**src/rtl/audio_chan_fetch.sv**
```systemverilog
// audio_chan_fetch: single-channel looping sample fetcher, splits 16-bit BRAM words into two signed bytes
// Ports: clk, reset_n_i (async active-low); chan_enable_i/chan_restart_i control; chan_start_i/chan_len_i
// loop window (latched at start/restart/wrap); chan_period_i clocks per sample minus 1; mem_rd_address_o/
// mem_rd_data_i registered-read BRAM port; sample_o/sample_valid_o sample stream; reload_o wrap pulse;
// chan_active_o high while not idle.
module audio_chan_fetch #(
  parameter int AWIDTH = 8,
  parameter int PWIDTH = 15
) (
  input  logic              clk,
  input  logic              reset_n_i,
  input  logic              chan_enable_i,
  input  logic              chan_restart_i,
  input  logic [AWIDTH-1:0] chan_start_i,
  input  logic [AWIDTH-1:0] chan_len_i,
  input  logic [PWIDTH-1:0] chan_period_i,
  output logic [AWIDTH-1:0] mem_rd_address_o,
  input  logic [15:0]       mem_rd_data_i,
  output logic [7:0]        sample_o,
  output logic              sample_valid_o,
  output logic              reload_o,
  output logic              chan_active_o
);
  typedef enum logic [1:0] {IDLE, FETCH, WAIT, PLAY} state_t;
  state_t state, state_nxt;
  logic [AWIDTH-1:0] rem;
  logic [PWIDTH-1:0] pcnt, eff_period;
  logic [15:0] cur_word, nxt_word;
  logic byte_sel, restart;
  // pf[0]: prefetch address just issued; pf[1]: BRAM output holds the prefetched word
  logic [1:0] pf;
  assign eff_period = (chan_period_i < PWIDTH'(2)) ? PWIDTH'(2) : chan_period_i;
  assign restart = chan_enable_i && chan_restart_i && state != IDLE;
  assign chan_active_o = state != IDLE;
  always_comb begin
    state_nxt = state;
    state_nxt = !chan_enable_i  ? IDLE  :
                restart         ? FETCH :
                state == IDLE   ? FETCH :
                state == FETCH  ? WAIT  : PLAY;
  end
  always_ff @(posedge clk or negedge reset_n_i) begin
    if (!reset_n_i) begin
      state <= IDLE;
      mem_rd_address_o <= '0;
      rem <= '0;
      pcnt <= '0;
      cur_word <= '0;
      nxt_word <= '0;
      byte_sel <= 1'b0;
      pf <= '0;
      sample_o <= '0;
      sample_valid_o <= 1'b0;
      reload_o <= 1'b0;
    end else begin
      state <= state_nxt;
      sample_valid_o <= 1'b0;
      reload_o <= 1'b0;
      pf <= {pf[0], 1'b0};
      if (pf[1]) nxt_word <= mem_rd_data_i;
      if (!chan_enable_i) begin
        sample_o <= '0;
        pf <= '0;
      end else if (state == IDLE || restart) begin
        mem_rd_address_o <= chan_start_i;
        rem <= chan_len_i;
        pf <= '0;
      end else if (state == WAIT) begin
        cur_word <= mem_rd_data_i;
        sample_o <= mem_rd_data_i[15:8];
        sample_valid_o <= 1'b1;
        byte_sel <= 1'b0;
        pcnt <= eff_period;
      end else if (state == PLAY) begin
        if (pcnt != '0) begin
          pcnt <= pcnt - PWIDTH'(1);
        end else begin
          pcnt <= eff_period;
          sample_valid_o <= 1'b1;
          byte_sel <= ~byte_sel;
          if (!byte_sel) begin
            // low byte goes out now; fetch the next word while it plays
            sample_o <= cur_word[7:0];
            pf <= {pf[0], 1'b1};
            if (rem != '0) begin
              mem_rd_address_o <= mem_rd_address_o + AWIDTH'(1);
              rem <= rem - AWIDTH'(1);
            end else begin
              mem_rd_address_o <= chan_start_i;
              rem <= chan_len_i;
              reload_o <= 1'b1;
            end
          end else begin
            cur_word <= nxt_word;
            sample_o <= nxt_word[15:8];
          end
        end
      end
    end
  end
endmodule

```
**config.mk**
```make
export PLATFORM = sky130hd
export DESIGN_NAME = audio_chan_fetch
export DESIGN_NICKNAME = d
export VERILOG_FILES = /design/src/rtl/audio_chan_fetch.sv
export SDC_FILE = /design/constraint.sdc
export NUM_CORES = 1
export LEC_CHECK = 0
export ABC_AREA = 1
export CAP_MARGIN = 10
export CORE_UTILIZATION = 48
export DETAILED_ROUTE_END_ITERATION = 8
export GPL_ROUTABILITY_DRIVEN = 0
export MAX_ROUTING_LAYER = met4
export PLACE_DENSITY = 0.85
export SETUP_SLACK_MARGIN = 0.3
export SYNTH_ARGS = -nofsm -noshare
export SYNTH_HDL_FRONTEND = slang
export SYNTH_SLANG_ARGS = --single-unit
export TNS_END_PERCENT = 1
```
**constraint.sdc**
```tcl
create_clock -name clk -period 1.62 [get_ports clk]
set_input_delay 0.486 -clock clk [delete_from_list [all_inputs] [get_ports clk]]
set_output_delay 0.486 -clock clk [all_outputs]
set_load 0.01 [all_outputs]
```
# Word-level counts from Yosys, hierarchy flattened
# Cells that the tools add are included.
word_totals:
  output_inout_bits: 19
  mem_bits_ro: 0
  ff_bits: 70
  elab_cells: 93
  ram_bits: 0
  latch_bits: 0
  in_bits: 51
  n_memories: 0
op_classes:
  n_div: 0
  add_sub_neg: 3
  reduce_logical: 15
  n_mul: 0
  n_eq_ne: 10
  bitwise: 2
  shift: 0
  muxes: 51
  magnitude_cmp: 1
ops:
  columns: ["op", "n"]
  rows:
  - ["$mux W8", 22]
  - ["$mux W15", 4]
  - ["$mux W1", 20]
  - ["$lt A15 B2 Y1 const B", 1]
  - ["$reduce_bool A15 Y1", 1]
  - ["$sub A15 B1 Y15 const B", 1]
  - ["$mux W2", 5]
  - ["$reduce_and A5 Y1", 2]
  - ["$add A8 B1 Y8 const B", 1]
  - ["$ne A2 B2 Y1 const B", 4]
  - ["$reduce_bool A2 Y1", 4]
  - ["$reduce_bool A8 Y1", 1]
  - ["$sub A8 B1 Y8 const B", 1]
  - ["$reduce_and A3 Y1", 2]
  - ["$eq A2 B2 Y1 const B", 2]
  - ["$reduce_and A4 Y1", 1]
  - ["$ne A3 B1 Y1 const B", 1]
  - ["$ne A3 B3 Y1 const B", 1]
  - ["$eq A2 B1 Y1 const B", 1]
  - ["$logic_and A1 B1 Y1", 2]
  - ["$logic_not A2 Y1", 1]
  - ["$ne A2 B1 Y1 const B", 1]
  - ["$not A1 Y1", 2]
  - ["$logic_or A1 B1 Y1", 1]

# Logic depth before layout (Yosys ltp)
# Gate-level depths: netlist of run 1.
depth:
  word_depth: 8
  mapped_depth: 11
  depth_no_buf: 11

# Least setup slack after synthesis of run 1
# Ideal clock, no wire load.
synth_path:
  kind: "register -> register"
  startpoint: "register rem[0]"
  endpoint: "register mem_rd_address_o[0]"
  period_less_slack_ps: 1662
  path_stages_with_launch: 11
  required_ps: 1503
  path_buffers: 1
  t_arrival_ps: 1545
  setup_ps: 117
  setup_slack_ps: -42
  path_cell_list: "dfrtp_1 > inv_1 > ha_1 > inv_1 > nor3_1 > nand2_1 > nand2_2 > buf_2 > o21ai_0 > nand2_1 > nand2_1"
synth_via:
  elab_chain_len: 7
synth_rtl:
  columns: ["item", "line_no", "source"]
  rows:
  - ["start, declared", "26", "logic [AWIDTH-1:0] rem;"]
  - ["start signal, assigned", "66", "rem <= chan_len_i;"]
  - ["start signal, assigned", "87", "rem <= rem - AWIDTH'(1);"]
  - ["start signal, assigned", "90", "rem <= chan_len_i;"]
  - ["$reduce_bool A8 Y1", "85", "if (rem != '0) begin"]
  - ["$mux W8", "85", null]
  - ["$mux W8", "81", "if (!byte_sel) begin"]
  - ["$mux W8", "75", "if (pcnt != '0) begin"]
  - ["$mux W8", "74", "end else if (state == PLAY) begin"]
  - ["$mux W8", "68", "end else if (state == WAIT) begin"]
  - ["$mux W8", "64", "end else if (state == IDLE || restart) begin"]
  - ["end signal, assigned", "65", "mem_rd_address_o <= chan_start_i;"]
  - ["end signal, assigned", "86", "mem_rd_address_o <= mem_rd_address_o + AWIDTH'(1);"]
  - ["end signal, assigned", "89", "mem_rd_address_o <= chan_start_i;"]
  - ["end, declared", "17", "output logic [AWIDTH-1:0] mem_rd_address_o,"]
# Every way passes these cells. The select of a mux whose other input is x is not followed.
# A chain may end at the register's enable or synchronous reset.

# Worst setup path after layout of run 1
layout_path:
  startpoint: "register rem[0]"
  endpoint: "register rem[7]"
layout_via:
  elab_chain_len: 7
  word_cells_on_any_way: 8
  cone_classes: "1 x add/sub; 6 x mux; 1 x reduce/logical"
layout_rtl:
  columns: ["item", "line_no"]
  rows:
  - ["$sub A8 B1 Y8 or $reduce_bool A8 Y1 (tied branches)", "87, 85"]
  - ["$mux W8 (*)", "85"]
  - ["$mux W8 (*)", "81"]
  - ["$mux W8 (*)", "75"]
  - ["$mux W8 (*)", "74"]
  - ["$mux W8 (*)", "68"]
  - ["$mux W8 (*)", "64"]
# Mark *: on every way between the ends. The rest lies on a longest branch, timed or not. The select of a mux whose other input is x is not followed.

==> reports/qor.yml, run 1 <==
syn_area_um2: 4040
power.density_nw_per_um2: 1360
cp_slowest_stage_delay_ns: 0.40
hold_violations: 0
synth_xor_area_share_pct: 2.39
async_flop_share_pct: 100
grt_util_met3_pct: 4.94
grt_pass1_vias: 4229
cp_data_required_time_ns: 1.88
synth_flop_cell: "dfrtp_1"
clkSinkCount: 70
tightest_slew_ns: 0.405
synth_compound_area_share_pct: 9.98
finalMaxSlewViolations: 0
antennaDiodeCount: 0
final_nets: 763
violations: "setup timing"
use_met2_pct: 45.0
layout-drive-gt1-share_pct: 25.9
syn_inst: 566
slew_headroom_pct: 73.0
dr.pass1.iters: 7
layout_setup_ws_ns: -0.0228
cp_cell_sequence: "inv_2 -> ha_4 -> inv_4 -> nor3_4 -> nand2_2 -> nand2_4 -> inv_2 -> nand3_1 -> nand2_1 -> nand2_1 -> nand2_1"
design.die.area_um2: 8780
cts_tree: "done"
grt_max_degree: 71
synth_fa_ha_area_share_pct: 1.24
ys_seq_area_share_pct: 43.4
synth-edff-count: 0
core-area_um2: 8180
syn_area_per_cell_um2: 7.13
path_clk_slew_ns: 0.09
finalCritPeriodShare_pct: 101
vias: 4528
synthMuxAreaShare_pct: 0
setup_violations: 8
initial_core_util_pct: 49.4
synth_seq_cells: 70
final_util_pct: 72.3
grt_util_met1_pct: 33.1
cts_buffers: 9
hpwl_mm: 7.49
synth.yosys.warnings: 0
status: "complete, but fails checks"
grt_pass1_wl_mm: 18.6
max_freq_mhz: 609
fin_worst_skew_ns: 0.0150
port-buffer-count: 69
insertion_delay_ns: 0.36
cts_buffer_depth: 2
synth_fp_nets: 621
path_buf_inv: 3
p_leak_nw: 2.95
ys_types: 34
multi_input_area_um2: 2220
reg2reg_slack_ns: -0.02
cp_top_family: "simple AND/OR/NAND/NOR gates"
final_cell_mix: "194 x nand2_1, 69 x dfrtp_1, 57 x buf_4"
antenna_found_initial: 0
pin_count: 70
die_w_um: 93.7
crit_path_start_kind: "flop"
top_usage_layer: "met2"
rsz0062_at_grt: "yes"
drt_iter0_drc: 383
hold_class: "input pin to asynchronous set/reset pin"
fillers: 559
wire_per_inst_um: 15.3
cp-end-kind: "flop"
worstPathArrival_ns: 1.91
grt_remaining_overflow: 0
cpMostUsedCell: "nand2_1"
cts.htree.levels: 3
cp_slowest_cell: "dfrtp_1"
cp_max_fo: 6
drc: 0
fp.dieH_um: 93.7
regArea_um2: 1750
path_class: "flop to flop"
synth_top_family_by_area: "simple AND/OR/NAND/NOR gates"
period_needed_ns: 1.64
cts-root-buf: "clkbuf_8"
ant_nets: 0
vias_per_cell: 5.54
wl_mm: 12.5
rows: 33
syn2layout_area_growth_pct: 46.5
ir_drop_mv: 0.560
placedCellCount: 778
synth_simple_gate_area_share_pct: 35.4
layoutNonFillerInstCount: 818
track_usage_pct: 27.6
drv_cap: 0
final_common_cell: "nand2_1"
-- power breakdown --
part | switching (W) | internal, W
combinational | 0.00215 | 0.00167
clock | 0.000699 | 0.000912
sequential | 0.000426 | 0.00215
total | 0.00328 | 0.00473
-- metrics by stage --
step | hold slack, ns | setup WS (ns) | setup TNS (ns) | area (um2) | total power, W
after floorplan | 0.190 | 0.0666 | 0 | 4040 | 0.00426
after global placement | 0.461 | -0.346 | -14.70 | 5220 | 0.00526
after detailed placement | 0.462 | -0.420 | -17.29 | 5220 | 0.00541
after CTS | 0.170 | 0.0350 | 0 | 5620 | 0.00715
after global routing | 0.178 | -0.140 | -2.70 | 5910 | 0.00845
final | 0.121 | -0.0228 | -0.109 | 5910 | 0.00801
-- area by class of cell --
class                      count  share of cell area [%]
clock buffer                  11                    2.39
clock inverter                 5                    1.40
inverter                      57                    3.92
multi-input combinational    424                    37.5
sequential                    70                    29.7
tap                          105                    2.22
timing repair buffer         146                    22.9
-- final timing paths --
kind,to,start,cells past startpoint
worst min register to register,sample_o[1]$_DFFE_PN0P_,sample_o[1]$_DFFE_PN0P_,2
max in group asynchronous,pcnt[7]$_DFFE_PN0P_,reset_n_i,2
min in group clk,sample_o[1]$_DFFE_PN0P_,sample_o[1]$_DFFE_PN0P_,2
worst max-delay path,rem[7]$_DFFE_PN0P_,rem[0]$_DFFE_PN0P_,11
worst min-delay path,pcnt[2]$_DFFE_PN0P_,reset_n_i,2
worst max register to register,rem[7]$_DFFE_PN0P_,rem[0]$_DFFE_PN0P_,11
-- synth_stat cells, types with 5 or more instances --
library cell	count	area, um2
buf_2	5	25.0
o21ai_0	48	240
xor2_1	7	61.3
dfrtp_1	70	1750
inv_2	6	22.5
inv_1	50	188
nor2_1	53	199
nand4_1	7	43.8
a21oi_1	18	90.1
nand2_1	211	792
clkbuf_1	6	22.5
nand3_1	39	195
-- state kept, by name, summed over array words and instances, names as in the netlist --
signal and flops:
sample_o 8, pcnt 15, reload_o 1, byte_sel 1
rem 8, sample_valid_o 1, pf 2, cur_word 8
nxt_word 16, mem_rd_address_o 8, state 2
-- logic make-up after synthesis --
group | after synthesis
buf+inv | 73
xor+xnor | 11
flops | 70
fa+ha+maj | 4
compound gates | 77
simple gates | 331
-- what timing repair did --
| action | in CTS | in global routing |
|---|---|---|
| endpoints found under the hold margin | 0 | 0 |
| pin swaps | 12 | 28 |
| gates cloned | 3 | 2 |
| setup endpoints to repair | 70 | 70 |
| hold buffers | 0 | 0 |
| gates resized for setup | 59 | 127 |
| buffers inserted | 11 | 8 |
-- metal layers --
layer	routed length (um)	part of all wire, %
met1	4780	38
met2	6200	49
met3	844	6.7
met4	707	5.6
met5	0	0
Note: power is estimated with default switching activity, not from simulation.
==> inputs of run 2 (changes only) <==
CORE_UTILIZATION = 53   (was 48)
PLACE_DENSITY = 0.89   (was 0.85)
SKIP_CTS_REPAIR_TIMING = 1   (was unset)
clock period = 1.58 ns   (was 1.62 ns; I/O delays follow)
==> run 2 against run 1 <==
  * The flow still finishes with violations (setup timing)
  * Worst setup slack worse by 0.11 ns
  * Power decreased by 6.6%
  * Sequential share of layout area increased by 1.6 points
  * Fmax down 4.0%
  * Clock power is 15% lower
  * Largest power group unchanged
==> reports/qor.yml, run 2 (synthesis gave the netlist of run 1 again) <==
design.die.area_um2: 7970  # was 8780 um2
drv_cap: 0  # unchanged
insertion_delay_ns: 0.34  # was 0.36 ns
finalCritPeriodShare_pct: 108  # was 101%
hpwl_mm: 7.87  # was 7.49 mm
pin_count: 70  # unchanged
vias_per_cell: 5.58  # was 5.54
antenna_found_initial: 0  # unchanged
tightest_slew_ns: 0.687  # was 0.405 ns
layout-drive-gt1-share_pct: 20.9  # was 25.9%
wire_per_inst_um: 15.0  # was 15.3 um
path_class: "flop to flop"  # unchanged
rows: 31  # was 33
final_util_pct: 76.7  # was 72.3%
cp_slowest_cell: "dfrtp_1"  # unchanged
cts_buffer_depth: 2  # unchanged
grt_remaining_overflow: 0  # unchanged
cts-root-buf: "clkbuf_8"  # unchanged
drc: 0  # unchanged
hold_violations: 0  # unchanged
grt_pass1_wl_mm: 18.1  # was 18.6 mm
worstPathArrival_ns: 1.95  # was 1.91 ns
cts_tree: "done"  # unchanged
vias: 4483  # was 4528
crit_path_start_kind: "flop"  # unchanged
reg2reg_from: "pcnt[7]$_DFFE_PN0P_"  # was rem[0]$_DFFE_PN0P_
cts.htree.levels: 3  # unchanged
period_needed_ns: 1.71  # was 1.64 ns
final_cell_mix: "205 x nand2_1, 70 x dfrtp_1, 59 x buf_4"  # was 194 x nand2_1, 69 x dfrtp_1, 57 x buf_4
track_usage_pct: 30.5  # was 27.6%
antennaDiodeCount: 0  # unchanged
max_freq_mhz: 584  # was 609 MHz
grt_pass1_vias: 4192  # was 4229
drt_iter0_drc: 486  # was 383
violations: "setup timing"  # unchanged
fin_worst_skew_ns: 0.0152  # was 0.0150 ns
grt_max_degree: 71  # unchanged
slew_headroom_pct: 54.1  # was 73.0%
setup_violations: 39  # was 8
fillers: 508  # was 559
cts_buffers: 9  # unchanged
cp_data_required_time_ns: 1.82  # was 1.88 ns
status: "complete, but fails checks"  # unchanged
initial_core_util_pct: 55.3  # was 49.4%
cp_cell_sequence: "nor2_1 -> nand2_1 -> nor2_1 -> nand4_1 -> nor4_2"  # was inv_2 -> ha_4 -> inv_4 -> nor3_4 -> nand2_2 -> nand2_4 -> inv_2 -> nand3_1 -> nand2_1 -> nand2_1 -> nand2_1
top_regs: "nxt_word x16, pcnt x15"  # unchanged
syn2layout_area_growth_pct: 38.7  # was 46.5%
top_register: "nxt_word"  # unchanged
rsz0062_at_grt: "yes"  # unchanged
final_nets: 754  # was 763
path_clk_slew_ns: 0.08  # was 0.09 ns
core-area_um2: 7290  # was 8180 um2
rr_worst_depth: 5  # was 11
place_ws_ns: -0.470  # was -0.420 ns
fp.dieH_um: 89.3  # was 93.7 um
wl_mm: 12.0  # was 12.5 mm
cp_max_fo: 4  # was 6
finalMaxSlewViolations: 0  # unchanged
ir_drop_mv: 0.594  # was 0.560 mV
p_leak_nw: 2.94  # was 2.95 nW
dr.pass1.iters: 8  # was 7
ant_nets: 0  # unchanged
die_w_um: 89.3  # was 93.7 um
largest_register_ffs: 16  # unchanged
power.density_nw_per_um2: 1340  # was 1360 nW/um2
startpoint: "pcnt[7]$_DFFE_PN0P_"  # was rem[0]$_DFFE_PN0P_
cpMostUsedCell: "nor2_1"  # was nand2_1
final_common_cell: "nand2_1"  # unchanged
clkSinkCount: 70  # unchanged
layout_setup_ws_ns: -0.132  # was -0.0228 ns
port-buffer-count: 69  # unchanged
cp-end-kind: "flop"  # unchanged
setup_tns_ns: -1.53  # was -0.109 ns
cp_slowest_stage_delay_ns: 0.43  # was 0.40 ns
hold_class: "input pin to asynchronous set/reset pin"  # unchanged
[run 2: cell count changes in the layout (fill, tap and decap cells not counted), sizes merged, moves of 2 or more]
cell and delta:
dlygate4sd2 -2, dlymetal6s2s +7, clkinvlp +2, bufinv -2, buf -14
[run 2: critical path, delay by kind of cell, from the launching register on]
family | cells | cell delay [ns]
flip-flops | 1 | 0.43
AND/OR/NAND/NOR | 5 | 1.18
[run 2: stage by stage]
stage / hold WS, ns / cells / total power (W) / cell area (um2)
final: 0.138 / 803 / 0.00748 / 5600
after global routing: 0.170 / 803 / 0.00795 / 5600
after CTS: 0.160 / 793 / 0.00703 / 5440
after detailed placement: 0.462 / 777 / 0.00565 / 5250
after global placement: 0.461 / 777 / 0.00546 / 5250
after floorplan: 0.178 / 566 / 0.00437 / 4040
[run 2: cell type report]
type / instances / area [um2] / share of cell area [%]
multi-input combinational: 424 / 2080 / 37.1
inverter: 57 / 215 / 3.85
sequential: 70 / 1750 / 31.3
clock buffer: 11 / 151 / 2.71
tap: 99 / 124 / 2.21
timing repair buffer: 137 / 1240 / 22.2
clock inverter: 5 / 33.8 / 0.604
[run 2: power breakdown]
group / internal, W / switching, W / leakage [nW]
sequential: 0.00220 / 0.000397 / 0.845
clock: 0.000653 / 0.000716 / 0.0913
combinational: 0.00154 / 0.00197 / 2.00
[run 2: final timing paths]
path	end	slack, ns
max	reload_o$_DFF_PN0_	-0.13
min	pcnt[4]$_DFFE_PN0P_	0.14
max reg2reg	reload_o$_DFF_PN0_	-0.13
min reg2reg	sample_o[4]$_DFFE_PN0P_	0.48
max in group asynchronous	sample_o[2]$_DFFE_PN0P_	1.12
min in group clk	sample_o[4]$_DFFE_PN0P_	0.48
[run 2: layer usage]
| metal | vias to the layer above | share of wire [%] | global-route usage (%) |
|---|---|---|---|
| met5 | - | 0 | - |
| met4 | 0 | 5.0 | 13.9 |
| met3 | 83 | 8.6 | 6.93 |
| met2 | 289 | 50 | 49.7 |
| met1 | 2052 | 37 | 36.1 |
| li1 | 2059 | - | - |
